<file path="src/rtl/riscv_opcode_pkg.sv">
// RV32I major-opcode constants and the one-hot instruction-class flag struct.
// TYPE_DECODE_SYSTEM_EN adds the fence (MISC-MEM) and sys (SYSTEM) class flags.
package riscv_opcode_pkg;

  localparam logic [6:0] OPC_OP       = 7'b0110011;
  localparam logic [6:0] OPC_OP_IMM   = 7'b0010011;
  localparam logic [6:0] OPC_LOAD     = 7'b0000011;
  localparam logic [6:0] OPC_JALR     = 7'b1100111;
  localparam logic [6:0] OPC_STORE    = 7'b0100011;
  localparam logic [6:0] OPC_BRANCH   = 7'b1100011;
  localparam logic [6:0] OPC_AUIPC    = 7'b0010111;
  localparam logic [6:0] OPC_LUI      = 7'b0110111;
  localparam logic [6:0] OPC_JAL      = 7'b1101111;
  localparam logic [6:0] OPC_MISC_MEM = 7'b0001111;
  localparam logic [6:0] OPC_SYSTEM   = 7'b1110011;

  typedef struct packed {
`ifdef TYPE_DECODE_SYSTEM_EN
    logic sys;
    logic fence;
`endif
    logic j;
    logic lui;
    logic aui;
    logic sb;
    logic s;
    logic jr;
    logic l;
    logic i;
    logic r;
  } instr_class_t;

endpackage

</file>
<file path="src/rtl/type_decode_comb.sv">
// Pure combinational opcode-to-class decode; illegal when qualified and nothing matches.
// TYPE_DECODE_SYSTEM_EN enables decoding of MISC-MEM and SYSTEM opcodes.
module type_decode_comb
  import riscv_opcode_pkg::*;
(
  input  logic         valid,
  input  logic [6:0]   opcode,
  output instr_class_t cls,
  output logic         illegal
);

  always_comb begin
    cls = '0;
    if (valid) begin
      case (opcode)
        OPC_OP:       cls.r     = 1'b1;
        OPC_OP_IMM:   cls.i     = 1'b1;
        OPC_LOAD:     cls.l     = 1'b1;
        OPC_JALR:     cls.jr    = 1'b1;
        OPC_STORE:    cls.s     = 1'b1;
        OPC_BRANCH:   cls.sb    = 1'b1;
        OPC_AUIPC:    cls.aui   = 1'b1;
        OPC_LUI:      cls.lui   = 1'b1;
        OPC_JAL:      cls.j     = 1'b1;
`ifdef TYPE_DECODE_SYSTEM_EN
        OPC_MISC_MEM: cls.fence = 1'b1;
        OPC_SYSTEM:   cls.sys   = 1'b1;
`endif
        default:      cls       = '0;
      endcase
    end
  end

  // Exact 7-bit compares mean opcodes with [1:0] != 2'b11 never match, so they fall out as illegal here.
  assign illegal = valid && (cls == '0);

endmodule

</file>
<file path="src/rtl/type_decode.sv">
// RV32I instruction-class decoder with optional output register (OUT_REG=1: 1-cycle latency).
// TYPE_DECODE_SYSTEM_EN adds the fence and sys outputs.
module type_decode
  import riscv_opcode_pkg::*;
#(
  parameter int OUT_REG = 1
) (
  input  logic       clk,
  input  logic       rst_n,
  input  logic       valid_i,
  input  logic [6:0] opcode,
  output logic       valid_o,
  output logic       R,
  output logic       I,
  output logic       L,
  output logic       Jr,
  output logic       S,
  output logic       Sb,
  output logic       aui,
  output logic       lui,
  output logic       J,
`ifdef TYPE_DECODE_SYSTEM_EN
  output logic       fence,
  output logic       sys,
`endif
  output logic       illegal
);

  instr_class_t cls_c;
  logic         illegal_c;
  instr_class_t cls_o;
  logic         illegal_o;
  logic         valid_out;

  type_decode_comb u_comb (
    .valid   (valid_i),
    .opcode  (opcode),
    .cls     (cls_c),
    .illegal (illegal_c)
  );

  generate
    if (OUT_REG != 0) begin : g_reg
      instr_class_t cls_q;
      logic         illegal_q;
      logic         valid_q;

      always_ff @(posedge clk or negedge rst_n) begin
        if (!rst_n) begin
          cls_q     <= '0;
          illegal_q <= 1'b0;
          valid_q   <= 1'b0;
        end else begin
          cls_q     <= cls_c;
          illegal_q <= illegal_c;
          valid_q   <= valid_i;
        end
      end

      assign cls_o     = cls_q;
      assign illegal_o = illegal_q;
      assign valid_out = valid_q;
    end else begin : g_comb
      // Combinational build ignores clk/rst_n entirely: reset must not disturb a live decode.
      assign cls_o     = cls_c;
      assign illegal_o = illegal_c;
      assign valid_out = valid_i;
    end
  endgenerate

  assign valid_o = valid_out;
  assign R       = cls_o.r;
  assign I       = cls_o.i;
  assign L       = cls_o.l;
  assign Jr      = cls_o.jr;
  assign S       = cls_o.s;
  assign Sb      = cls_o.sb;
  assign aui     = cls_o.aui;
  assign lui     = cls_o.lui;
  assign J       = cls_o.j;
`ifdef TYPE_DECODE_SYSTEM_EN
  assign fence   = cls_o.fence;
  assign sys     = cls_o.sys;
`endif
  assign illegal = illegal_o;

endmodule

</file>
<file path="config.mk">
export PLATFORM = sky130hd
export DESIGN_NAME = type_decode
export DESIGN_NICKNAME = d
export VERILOG_FILES = /design/src/rtl/riscv_opcode_pkg.sv /design/src/rtl/type_decode_comb.sv /design/src/rtl/type_decode.sv
export SDC_FILE = /design/constraint.sdc
export NUM_CORES = 1
export LEC_CHECK = 0
export CORE_AREA = 2 2 39 41
export DETAILED_ROUTE_END_ITERATION = 8
export DIE_AREA = 0 0 41 43
export PLACE_DENSITY = 0.67
export REMOVE_ABC_BUFFERS = 1
export SYNTH_ARGS = -nofsm -noshare
export SYNTH_HDL_FRONTEND = slang
export SYNTH_SLANG_ARGS = --single-unit
</file>
<file path="constraint.sdc">
create_clock -name clk -period 0.8 [get_ports clk]
set_input_delay 0.16 -clock clk [delete_from_list [all_inputs] [get_ports clk]]
set_output_delay 0.16 -clock clk [all_outputs]
set_load 0.05 [all_outputs]
</file>
==> metrics.txt <==
critical-path cell with the highest stage delay dfrtp_1; layout cells sized above 1 0.6000; die boundary width 41 um; outcome finished, violations left; Avg WL per Cell 10.28 um; Slew Limit Fails 0; TritonRoute pass-1 iters 4; via count 378; Final Cell Area 872.1 um2; DP Worst Slack -0.6943 ns; slowest cell delay on critical path 0.40 ns; Slew headroom 0.9177; clk root buf clkbuf_4; Main synth FF type dfrtp_1; Unique masters post-synth 14; RSZ-0062 raised after global routing true; clock group share of total power 0.316; P_sw 246.4 uW; post-synth top area cell dfrtp_1; period utilization 1.218; P&R area growth vs syn 113.1%; antenna viol nets, final 0; #FFs+latches synth 11; port buffer count 20; Comb power frac 0.170; PwrDens 1269 nW/um2; Reg clk slew, reported paths 0.06 ns; critical path, cell by cell buf_12; Final nets 81; Pleak 0.0004067 uW; TritonCTS clock tree done; pin count of the biggest net entering global routing 12; Max Root-Sink Buffers 2; Final setup viols 12; Synthesis Warnings 0; failing checks setup timing; Worst Tran Pin Value 0.1227 ns; number of flops mapped to enable cells by yosys 0; Critical Setup Path Class reg -> out; vias in the first global route 345; TritonCTS Sinks 11; Tot Pwr 1107 uW; setup slack after layout -0.1744 ns; cells after synthesis 34; Total GRT Usage 0.1265; Hold Violations, Final 0; cts hold-fix bufs 0; Routed WL 884 um; fin crit period 0.9744 ns; Peak Freq 1026 MHz; die area 1763 um2; CTS Buf Count 3; ranking of synthesized cells by area dfrtp_1, nor2_1, nand4b_1; drc violations 0; Crit path max-delay family flip-flops; switching fraction of total power 0.2225; dpl cells 80; register area share after synthesis 0.6728; CTS H-tree depth 1; Layout Cells excl Fill 86; ant diodes 0; peak fanout along the critical path 1; Synth Cell Area 409.1 um2; max cap viols 0; HP Class in -> reg; vias per inst 4.395; Avg Inst Size Synth 12.03 um2; Startpoint Class flip-flop; initial antenna violation count 0; # IOs 21; core area 1384 um2; worst path buffer plus inverter count 1; most common cell in the synthesized netlist dfrtp_1; Worst Path Required 0.64 ns; GRT overflow 0; initial drt markers 9; Starting Density 0.2957; Final Wtd Congestion 0.7859; synth cell count leaders dfrtp_1, nor2_1, nand2_1, nor3_1, nand4b_1; ys async rst share 1.000; post-synth top area share 0.6728; row cnt 14; die height 43 um; post-detail-place hpwl 722.8 um; Worst VDD drop 0.6417 mV; Pint 860.7 uW; Setup crit end kind output pin; final hold slack 0.1691 ns; Arrival @ worst endpoint 0.81 ns; placed inst area 827.0 um2; first-pass GRT wire length 1.442 mm; Reg power frac 0.514
timing repair:
action	4_1_cts	5_1_grt
setup buffers	2	0
setup endpoints to repair	21	19
resized for setup	30	8
pin swaps	8	5
final cells by class:
cell class	count	area, um2
clock buffer	4	26.28
inverter	1	3.754
fill	112	511.7
multi-input combinational	22	155.1
tap	16	20.02
sequential	11	275.3
timing repair buffer	32	391.6
metrics by stage:
step	utilization	setup TNS, ns
3_3_place_gp	0.5976	-5.710
4_1_cts	0.6293	-2.087
2_1_floorplan	-	-0.4749
3_5_place_dp	0.5976	-5.854
5_1_grt	0.6302	-2.210
6_report	0.6302	-1.842
metal layers:
layer,GRT usage,routed length (um),vias up
li1,-,-,188
met1,0.1424,333,173
met2,0.2094,497,17
met3,0,53,0
met4,0.1000,0,0
met5,0,0,-
final timing paths:
path	startpoint	to	slack (ns)	depth (start not counted)
setup / recovery	R	R	-0.17	1
hold / removal	opcode[2]	I	0.17	3
max in group asynchronous	rst_n	aui	0.47	2
min in group asynchronous	rst_n	valid_o	0.22	2
power groups by stage:
stage               sequential (uW)  clock [uW]  combinational [uW]
floorplan                       601           0                22.1
CTS                             569         359                 185
finish                          569         350                 188
global route                    569         406                 200
detailed placement              580           0                 187
global placement                580           0                 184
cell families after synthesis:
family / count (synthesis) / share of synthesized area
AO/OA/AOI/OAI: 1 / 0.02752
AND/OR/NAND/NOR: 21 / 0.2906
flip-flops: 11 / 0.6728
buffers and inverters: 1 / 0.009166
registers in the layout, summed over array words and instances, names as in the netlist:
register / cells
I: 1
J: 1
Jr: 1
L: 1
R: 1
S: 1
Sb: 1
aui: 1
illegal: 1
lui: 1
valid_o: 1
cells in the final DEF, fill, tap and decap left out:
| master | n |
|---|---|
| and2b_1 | 1 |
| buf_12 | 12 |
| buf_2 | 3 |
| buf_4 | 11 |
| buf_6 | 3 |
| clkbuf_1 | 1 |
| clkbuf_2 | 2 |
| clkbuf_4 | 3 |
| clkdlybuf4s50_1 | 1 |
| dfrtp_1 | 11 |
| inv_1 | 1 |
| nand2_1 | 2 |
| nand2_2 | 1 |
| nand2b_4 | 1 |
| nand3b_1 | 1 |
| nand4b_1 | 2 |
| nor2_1 | 6 |
| nor3_2 | 3 |
| o2111a_1 | 1 |
| or2_1 | 1 |
| or2_2 | 1 |
| or3_2 | 1 |
| or4_4 | 1 |
No activity file was read; power rests on OpenSTA's default activity.
